--- config.mk ---
export PLATFORM = sky130hd
export DESIGN_NAME = keypad_lock_ctrl
export DESIGN_NICKNAME = d
export VERILOG_FILES = /design/src/rtl/keypad_lock_ctrl.sv
export SDC_FILE = /design/constraint.sdc
export NUM_CORES = 1
export LEC_CHECK = 0
export ABC_AREA = 1
export CAP_MARGIN = 0
export CORE_MARGIN = 4
export CORE_UTILIZATION = 65
export CTS_BUF_LIST = sky130_fd_sc_hd__clkbuf_8
export DETAILED_ROUTE_END_ITERATION = 10
export DONT_BUFFER_PORTS = 1
export GPL_TIMING_DRIVEN = 0
export PLACE_DENSITY = 0.81
export SLEW_MARGIN = 20
export SYNTH_ARGS = -nofsm -noshare
export SYNTH_HDL_FRONTEND = slang
export SYNTH_SLANG_ARGS = --single-unit
--- constraint.sdc ---
create_clock -name clock -period 1.9 [get_ports clock]
set_input_delay 0.38 -clock clock [delete_from_list [all_inputs] [get_ports clock]]
set_output_delay 0.38 -clock clock [all_outputs]
set_load 0.05 [all_outputs]
--- src/rtl/keypad_lock_ctrl.sv ---
// rtl/keypad_lock_ctrl.sv - password lock controller with lockout, auto-relock and code change
module keypad_lock_ctrl #(
  parameter int                  DIGITS         = 4,
  parameter int                  MAX_FAIL       = 3,
  parameter int                  OPEN_CYCLES    = 500,
  parameter int                  LOCKOUT_CYCLES = 1000,
  parameter logic [4*DIGITS-1:0] INIT_CODE      = 16'h1234
) (
  input  logic                clock,
  input  logic                reset,
  input  logic [3:0]          code,
  input  logic                valid,
  input  logic                set_req,
  output logic                open,
  output logic                lock,
  output logic                change,
  output logic                alarm,
  output logic [3:0]          fail_cnt,
  output logic [3:0]          entry_cnt,
  output logic [4*DIGITS-1:0] data
);

  localparam int W    = 4 * DIGITS;
  localparam int TMAX = (OPEN_CYCLES > LOCKOUT_CYCLES) ? OPEN_CYCLES : LOCKOUT_CYCLES;
  localparam int TW   = $clog2(TMAX + 1);

  // Timers are loaded with N-1 so the state holds for exactly N cycles.
  localparam logic [TW-1:0] OPEN_LOAD = TW'(OPEN_CYCLES - 1);
  localparam logic [TW-1:0] LOCK_LOAD = TW'(LOCKOUT_CYCLES - 1);
  localparam logic [3:0]    FULL_CNT  = 4'(DIGITS);
  localparam logic [3:0]    FAIL_LIM  = 4'(MAX_FAIL);

  typedef enum logic [2:0] {
    S_LOCKED,
    S_OPEN,
    S_CHG_NEW,
    S_CHG_CONFIRM,
    S_LOCKOUT
  } state_t;

  state_t        state, state_n;
  logic [W-1:0]  stored, stored_n;
  logic [W-1:0]  pending, pending_n;
  logic [TW-1:0] timer, timer_n;
  logic [3:0]    fail_n, entry_n;
  logic [W-1:0]  data_n;
  logic          open_n, change_n, alarm_n;

  logic          key_digit, key_star, key_hash, full;
  logic [W-1:0]  data_shift;

  assign key_digit  = valid && (code <= 4'd9);
  assign key_star   = valid && (code == 4'd10);
  assign key_hash   = valid && (code == 4'd11);
  assign full       = (entry_cnt == FULL_CNT);
  assign data_shift = (data << 4) | W'(code);

  // State and every output are registered together so outputs move one cycle after the key.
  always_ff @(posedge clock or negedge reset) begin
    if (!reset) begin
      state     <= S_LOCKED;
      stored    <= INIT_CODE;
      pending   <= '0;
      timer     <= '0;
      fail_cnt  <= '0;
      entry_cnt <= '0;
      data      <= '0;
      open      <= 1'b0;
      lock      <= 1'b1;
      change    <= 1'b0;
      alarm     <= 1'b0;
    end else begin
      state     <= state_n;
      stored    <= stored_n;
      pending   <= pending_n;
      timer     <= timer_n;
      fail_cnt  <= fail_n;
      entry_cnt <= entry_n;
      data      <= data_n;
      open      <= open_n;
      lock      <= ~open_n;
      change    <= change_n;
      alarm     <= alarm_n;
    end
  end

  // Next-state, buffer, counter and timer logic.
  always_comb begin
    state_n   = state;
    stored_n  = stored;
    pending_n = pending;
    timer_n   = timer;
    fail_n    = fail_cnt;
    entry_n   = entry_cnt;
    data_n    = data;

    case (state)
      S_LOCKED: begin
        if (key_digit) begin
          if (!full) begin
            data_n  = data_shift;
            entry_n = entry_cnt + 4'd1;
          end
        end else if (key_star) begin
          data_n  = '0;
          entry_n = '0;
        end else if (key_hash) begin
          data_n  = '0;
          entry_n = '0;
          if (full && (data == stored)) begin
            state_n = S_OPEN;
            fail_n  = '0;
            timer_n = OPEN_LOAD;
          end else if (fail_cnt < FAIL_LIM) begin
            fail_n = fail_cnt + 4'd1;
            if (fail_cnt + 4'd1 == FAIL_LIM) begin
              state_n = S_LOCKOUT;
              timer_n = LOCK_LOAD;
            end
          end
        end
      end

      S_OPEN: begin
        // '#' outranks a simultaneous change request.
        if (key_hash) begin
          state_n = S_LOCKED;
          data_n  = '0;
          entry_n = '0;
        end else if (set_req) begin
          state_n = S_CHG_NEW;
          data_n  = '0;
          entry_n = '0;
        end else begin
          if (key_star) begin
            data_n  = '0;
            entry_n = '0;
          end
          if (timer == '0) begin
            state_n = S_LOCKED;
          end else begin
            timer_n = timer - TW'(1);
          end
        end
      end

      S_CHG_NEW, S_CHG_CONFIRM: begin
        // The open timer is frozen here; leaving always reloads it.
        if (key_digit) begin
          if (!full) begin
            data_n  = data_shift;
            entry_n = entry_cnt + 4'd1;
          end
        end else if (key_star) begin
          state_n = S_OPEN;
          timer_n = OPEN_LOAD;
          data_n  = '0;
          entry_n = '0;
        end else if (key_hash) begin
          data_n  = '0;
          entry_n = '0;
          if (state == S_CHG_NEW) begin
            if (full) begin
              pending_n = data;
              state_n   = S_CHG_CONFIRM;
            end
          end else begin
            if (full && (data == pending)) begin
              stored_n = data;
            end
            state_n = S_OPEN;
            timer_n = OPEN_LOAD;
          end
        end
      end

      S_LOCKOUT: begin
        if (timer == '0) begin
          state_n = S_LOCKED;
          fail_n  = '0;
        end else begin
          timer_n = timer - TW'(1);
        end
      end

      default: begin
        state_n = S_LOCKED;
      end
    endcase
  end

  // Output decode from the next state, registered alongside it.
  always_comb begin
    open_n   = (state_n == S_OPEN) || (state_n == S_CHG_NEW) || (state_n == S_CHG_CONFIRM);
    change_n = (state_n == S_CHG_NEW) || (state_n == S_CHG_CONFIRM);
    alarm_n  = (state_n == S_LOCKOUT);
  end

endmodule

### Word-level counts from Yosys, hierarchy flattened

Cells that the tools add are included.

| word-level totals | value |
|---|---|
| output and inout bits | 28 |
| register bits | 73 |
| bits of input ports | 8 |

| cells by class | value |
|---|---|
| bitwise logic cells | 5 |
| muxes and demuxes | 52 |
| $lt $le $gt $ge | 2 |
| eq/ne operators | 28 |
| reduce and logical (&&, ||, !) cells | 20 |
| $add $sub $neg | 3 |

Operators by type and width:

| operator | number |
|---|---|
| two-way mux 10 bit | 13 |
| two-way mux 16 bit | 7 |
| two-way mux 4 bit | 13 |
| two-way mux 3 bit | 14 |
| case mux 10 bit (4 select lines) | 1 |
| == test 16 bit | 2 |
| case mux 16 bit (2 select lines) | 1 |
| AND reduction 6 bit | 3 |
| bitwise OR 16 x 4 -> 16 bit | 1 |
| case mux 4 bit (2 select lines) | 2 |
| != test 3 bit (second input constant) | 5 |
| != test 2 bit (second input constant) | 7 |
| == test 3 x 2 -> 1 bit (second input constant) | 4 |
| case mux 3 bit (4 select lines) | 1 |
| AND reduction 11 bit | 1 |
| zero test 10 bit | 1 |
| subtractor 10 x 1 -> 10 bit (second input constant) | 1 |
| adder 4 x 1 -> 4 bit (second input constant) | 2 |
| == test 4 bit (second input constant) | 2 |
| == test 3 x 1 -> 1 bit (second input constant) | 2 |
| == test 3 bit (second input constant) | 2 |
| logical AND 1 bit | 5 |
| == test 4 x 2 -> 1 bit (second input constant) | 1 |
| == test 4 x 3 -> 1 bit (second input constant) | 1 |
| 12 further kinds | 18 |

### Logic depth before layout (Yosys ltp)

| logic depth | value |
|---|---|
| word-level depth | 13 |
| depth in mapped cells | 12 |
| mapped depth without buffers | 12 |

### Worst setup path after synthesis

No wires, ideal clock.

| path | value |
|---|---|
| path type | reg2reg |
| start point | register entry_cnt[0] |
| end point | register stored[10] |
| period minus slack after synthesis | 2038 ps |
| arrival time | 1920 ps |
| cell stages (with the launch flop) | 11 |
| path slack | -138 ps |
| data required time | 1781 ps |
| path through | dfrtp_1 > inv_1 > ha_1 > nand3b_2 > nor4_2 > nand2_1 > nor2_4 > nand2_4 > buf_6 > nand2_1 > nand2_1 |

| between the ends | value |
|---|---|
| longest elaborated chain between the ends | 3 |

Ends and longest elaborated chain:

| item | RTL line | text |
|---|---|---|
| start: declaration | 19 | `output logic [3:0] entry_cnt,` |
| start signal: assignment | 78 | `entry_cnt <= entry_n;` |
| == test 4 x 3 -> 1 bit | 55 | `assign full = (entry_cnt == FULL_CNT);` |
| logical AND 1 bit | 168 | `if (full && (data == pending)) begin` |
| AND reduction 6 bit (no source line) | n/a |  |
| end signal: assignment | 74 | `stored <= stored_n;` |
| end: declaration | 42 | `logic [W-1:0] stored, stored_n;` |

No other way between the ends.
A chain may end at the register's enable or synchronous reset.

### Worst setup path in the final report

| path | value |
|---|---|
| start point | register fail_cnt[0] |
| end point | register timer[5] |

| between the ends | value |
|---|---|
| longest elaborated chain between the ends | 4 |

Ends and longest elaborated chain:

| item | RTL line | text |
|---|---|---|
| start: declaration | 18 | `output logic [3:0] fail_cnt,` |
| start signal: assignment | 77 | `fail_cnt <= fail_n;` |
| adder 4 x 1 -> 4 bit | 116 | `if (fail_cnt + 4'd1 == FAIL_LIM) begin` |
| == test 4 x 2 -> 1 bit | 116 |  |
| != test 3 bit (no source line) | n/a |  |
| AND reduction 11 bit (no source line) * | n/a |  |
| end signal: assignment | 76 | `timer <= timer_n;` |
| end: declaration | 44 | `logic [TW-1:0] timer, timer_n;` |

Mark *: on every way between the ends. The rest lies on a longest branch, timed or not.

==> report_table.html <==
<table>
<tr><th>Metric</th><th>Value</th></tr>
<tr><th colspan="2">GRT</th></tr>
<tr><td>Wire length of the first global-routing pass</td><td>approximately 17 mm</td></tr>
<tr><td>Final global-route overflow total</td><td>0</td></tr>
<tr><td>Largest net degree at the start of global routing</td><td>between 70 and 80</td></tr>
<tr><td>GRT Overall Usage</td><td>between 20% and 30%</td></tr>
<tr><td>Initial antenna violation count</td><td>0</td></tr>
<tr><td>Number of global-route vias before repair</td><td>~3500</td></tr>
<tr><th colspan="2">Yosys</th></tr>
<tr><td>Average cell area after synthesis</td><td>approximately 7.6 µm²</td></tr>
<tr><td>Fraction of the mapped netlist area in compound gates</td><td>under 10%</td></tr>
<tr><td>Async set or reset register ratio after synthesis</td><td>100%</td></tr>
<tr><td>Number of standard cells after synthesis</td><td>between 500 and 600</td></tr>
<tr><td>Unique masters post-synth</td><td>34</td></tr>
<tr><td>Post-Synth XOR/XNOR Area</td><td>3.54%</td></tr>
<tr><td>Post-synth top flop</td><td>dfrtp_1</td></tr>
<tr><td>Fraction of the mapped netlist area in adder cells</td><td>1.90%</td></tr>
<tr><td>Synthesized area</td><td>around 0.004 mm²</td></tr>
<tr><td>Number of synthesized flops with an enable pin</td><td>0</td></tr>
<tr><td>Portion of the post-synthesis area used by sequential elements</td><td>between 40% and 50%</td></tr>
<tr><td>Multiplexer area fraction after synthesis</td><td>0%</td></tr>
<tr><td>Warnings, synthesis</td><td>0</td></tr>
<tr><td>Number of synthesized register bits</td><td>73</td></tr>
<tr><td>Simple-Gate Fraction of Synth Area</td><td>roughly a third</td></tr>
<tr><td>Synthesized Nets</td><td>between 500 and 600</td></tr>
<tr><td>Combinational family with the most area after synthesis</td><td>simple AND/OR/NAND/NOR gates</td></tr>
<tr><th colspan="2">Layout</th></tr>
<tr><td>Layout Nets</td><td>approximately 560</td></tr>
<tr><td>Post-layout instance count excluding filler cells</td><td>around 630</td></tr>
<tr><td>N_diodes</td><td>0</td></tr>
<tr><td>Ratio of cells with drive above 1 in the final layout</td><td>approximately a quarter</td></tr>
<tr><td>Layout area overhead</td><td>16.3%</td></tr>
<tr><td>Final non-filler cell area</td><td>0.00460 mm²</td></tr>
<tr><th colspan="2">Drt</th></tr>
<tr><td>Remaining antenna violation count</td><td>0</td></tr>
<tr><td>Violation count after the first detailed-route iteration</td><td>330</td></tr>
<tr><td>Vias/cell</td><td>a little under 6</td></tr>
<tr><td>Total wire length</td><td>between 10 and 15 mm</td></tr>
<tr><td>First-pass detailed-route iteration total</td><td>5</td></tr>
<tr><td>Average wire length per cell after detail routing</td><td>roughly 17 µm</td></tr>
<tr><td>Residual DRC</td><td>0</td></tr>
<tr><td>Vias</td><td>3719</td></tr>
<tr><th colspan="2">Timing</th></tr>
<tr><td>Final Critical Period</td><td>roughly 2 ns</td></tr>
<tr><td>Final hold vios</td><td>73</td></tr>
<tr><td>Clock Skew</td><td>0.0105 ns</td></tr>
<tr><td>Slack of the critical path</td><td>-0.102 ns</td></tr>
<tr><td>Period Utilization, post-route</td><td>105%</td></tr>
<tr><td>Final Slew Violations</td><td>0</td></tr>
<tr><td>Slew @ Worst Pin</td><td>between 0.5 and 0.6 ns</td></tr>
<tr><td>Final setup violation count</td><td>30</td></tr>
<tr><td>Tightest slew margin relative to the limit</td><td>approximately two thirds</td></tr>
<tr><td>Highest clock rate</td><td>~0.5 GHz</td></tr>
<tr><td>Hold Slack</td><td>-0.298 ns</td></tr>
<tr><td>RSZ-0062 raised after global routing</td><td>true</td></tr>
<tr><th colspan="2">Setup path</th></tr>
<tr><td>First element of the critical path</td><td>fail_cnt[0]$_DFFE_PN0P_</td></tr>
<tr><td>Critical Path Max Stage Delay</td><td>0.55 ns</td></tr>
<tr><td>Data required time at the worst endpoint</td><td>between 2 and 2.5 ns</td></tr>
<tr><td>Cells traversed along the worst timing path</td><td>ha_2 -&gt; or2_2 -&gt; nor3_4 -&gt; a21oi_1 -&gt; nand2_4 -&gt; nand2_4 -&gt; nand2_2 -&gt; nand2_1</td></tr>
<tr><td>Cell with the most instances on the worst path</td><td>nand2_4</td></tr>
<tr><td>Start of the worst register-to-register path</td><td>fail_cnt[0]$_DFFE_PN0P_</td></tr>
<tr><td>Maximum fanout along the worst path</td><td>6</td></tr>
<tr><td>Data arrival time of the critical path</td><td>2.25 ns</td></tr>
<tr><td>Worst path slowest cell</td><td>dfrtp_2</td></tr>
<tr><td>Kind of start point of the critical path</td><td>flip-flop</td></tr>
<tr><td>Setup CP Type</td><td>flip-flop to flip-flop</td></tr>
<tr><td>Endpoint kind of the worst setup timing path</td><td>flip-flop</td></tr>
<tr><th colspan="2">Floorplan</th></tr>
<tr><td>Area enclosed by the die boundary</td><td>0.00740 mm²</td></tr>
<tr><td>Die Y-Extent</td><td>~86 µm</td></tr>
<tr><td>Standard-cell rows</td><td>28</td></tr>
<tr><td>Initial standard-cell utilization of the core</td><td>about two thirds</td></tr>
<tr><td>Width of the chip</td><td>86.0 µm</td></tr>
<tr><td>Number of top-level pins</td><td>36</td></tr>
<tr><td>Area of the placeable core</td><td>0.00592 mm²</td></tr>
<tr><th colspan="2">Worst hold path</th></tr>
<tr><td>Path class of the lowest-slack min-delay path</td><td>input port to async pin</td></tr>
<tr><th colspan="2">Clocking</th></tr>
<tr><td>CTS sink count</td><td>73</td></tr>
<tr><td>Clk Tree Root Cell</td><td>clkbuf_8</td></tr>
<tr><td>Clock tree from TritonCTS</td><td>yes</td></tr>
<tr><td>CTS buffer count</td><td>9</td></tr>
<tr><td>H-tree depth</td><td>3</td></tr>
<tr><td>Bufs on Longest Clock Path</td><td>2</td></tr>
<tr><td>Clock transition at path regs</td><td>around 0.09 ns</td></tr>
<tr><td>Clock network latency to the later pin of the worst-skew pair</td><td>around 0.36 ns</td></tr>
<tr><th colspan="2">Placement</th></tr>
<tr><td>Placed cell count</td><td>between 500 and 600</td></tr>
<tr><td>Worst setup slack before clock tree synthesis</td><td>-0.442 ns</td></tr>
<tr><td>Detailed Place HPWL</td><td>6.93 mm</td></tr>
<tr><td>Global placement routability congestion</td><td>slightly above 0.9</td></tr>
<tr><td>Port buffer count</td><td>0</td></tr>
<tr><td>Instance area after placement</td><td>slightly above 0.004 mm²</td></tr>
<tr><th colspan="2">Power and ir drop</th></tr>
<tr><td>Total power per unit cell area</td><td>between 1000 and 1500 mW/mm²</td></tr>
<tr><td>IR drop worst, VDD</td><td>between 800 and 900 µV</td></tr>
<tr><td>Leakage</td><td>2.20 nW</td></tr>
<tr><td>Total power draw</td><td>about 0.0053 W</td></tr>
<tr><th colspan="2">Run</th></tr>
<tr><td>Max Cap Viol</td><td>0</td></tr>
<tr><th colspan="2">Run status</th></tr>
<tr><td>Violations in the final reports</td><td>negative hold slack, negative setup slack</td></tr>
<tr><td>Status</td><td>finished, violations left</td></tr>
</table>
## registers in the layout, indices dropped and copies added (netlist names)
signal	count
stored	16
data	16
timer	10
open	1
state	3
alarm	1
fail_cnt	4
lock	1
change	1
entry_cnt	4
pending	16
## critical path, delay by kind of cell, from the launching register on
family	cells	cell delay, ns
adders and majority gates	1	0.24
and+or+nand+nor	6	0.96
AOI/OAI and AO/OA	1	0.15
DFF	1	0.55
## synthesized netlist by cell type, types with 3 or more instances
master	number	area (µm²)
nand2_1	176	661
dfrtp_1	67	1680
nand3_1	57	285
nor3_1	6	30.0
a21oi_1	7	35.0
buf_2	5	25.0
o22ai_1	15	93.8
nor2_1	41	154
nand4_1	7	43.8
inv_2	4	15.0
xor2_1	11	96.3
inv_1	52	195
nor2_4	3	33.8
o21ai_0	28	140
xnor2_1	5	43.8
ha_1	6	75.1
dfstp_2	6	158
clkbuf_1	3	11.3
## cell usage in the layout, fill, tap and decap left out, types with 5 or more instances in the layout
| master | count |
|---|---|
| inv_2 | 8 |
| inv_1 | 48 |
| buf_6 | 8 |
| nand2_2 | 19 |
| buf_4 | 12 |
| xor2_1 | 11 |
| nand3_2 | 9 |
| nor2_2 | 7 |
| dfstp_2 | 6 |
| o22ai_1 | 15 |
| o21ai_0 | 27 |
| a21oi_1 | 5 |
| xnor2_1 | 5 |
| dfrtp_2 | 25 |
| clkbuf_8 | 9 |
| nand2_4 | 5 |
| nor2_1 | 34 |
| dfrtp_1 | 42 |
| nand3_1 | 48 |
| nand2_1 | 155 |
| nand4_1 | 7 |
| buf_2 | 5 |
## power breakdown
group | switching, W | internal (W) | total (W)
clock network | 0.000640 | 0.000473 | 0.00111
logic | 0.00111 | 0.000662 | 0.00177
registers | 0.000600 | 0.00178 | 0.00238
## routing by layer
metal	part of all wire (%)	vias to the layer above	wire length [µm]	global-route usage (%)
met2	48	183	5060	47.1
met4	2.4	0	256	12.1
met5	0	-	0	0
met3	7.7	24	811	5.38
li1	-	1735	-	-
met1	42	1777	4360	40.1
## layout make-up
type	count	area [µm²]
fillers	418	1320
clock inverters	7	47.5
multi-input cells	381	2040
clock buffers	9	124
repair buffers	14	124
plain buffers	12	88.8
flip-flops and latches	73	1870
inverters	56	214
well taps	75	93.8
## through the flow
stage / util, % / TNS (ns)
final: 77.7 / -1.92
after global routing: 77.7 / -6.05
after CTS: 75.8 / -0.795
after detailed placement: 68.6 / -10.22
after global placement: 68.6 / -7.11
after floorplan: - / 0
## final timing paths
check	end	slack, ns	depth (start not counted)
min	data[15]$_DFFE_PN0P_	-0.30	0
max	timer[5]$_DFFE_PN0P_	-0.10	8
min reg2reg	stored[2]$_DFFE_PN1P_	0.48	2
max reg2reg	timer[5]$_DFFE_PN0P_	-0.10	8
min in group clock	data[2]$_DFFE_PN0P_	0.22	2
max in group asynchronous	lock$_DFF_PN1_	2.00	0
## repair_timing
| action | 4_1_cts | 5_1_grt |
|---|---|---|
| gates cloned | 3 | 0 |
| buffers inserted | 10 | 2 |
| setup endpoints to repair | 61 | 70 |
| pin swaps | 28 | 6 |
| resized for setup | 56 | 39 |
| hold endpoints to repair | 73 | 73 |
## cells by family after synthesis
group / count (synthesis)
AO/OA/AOI/OAI: 57
adder cells (fa/ha/maj): 6
XOR/XNOR: 16
flip-flops: 73
buffers and inverters: 68
AND/OR/NAND/NOR: 301
Power figures use the tool's default switching activity.
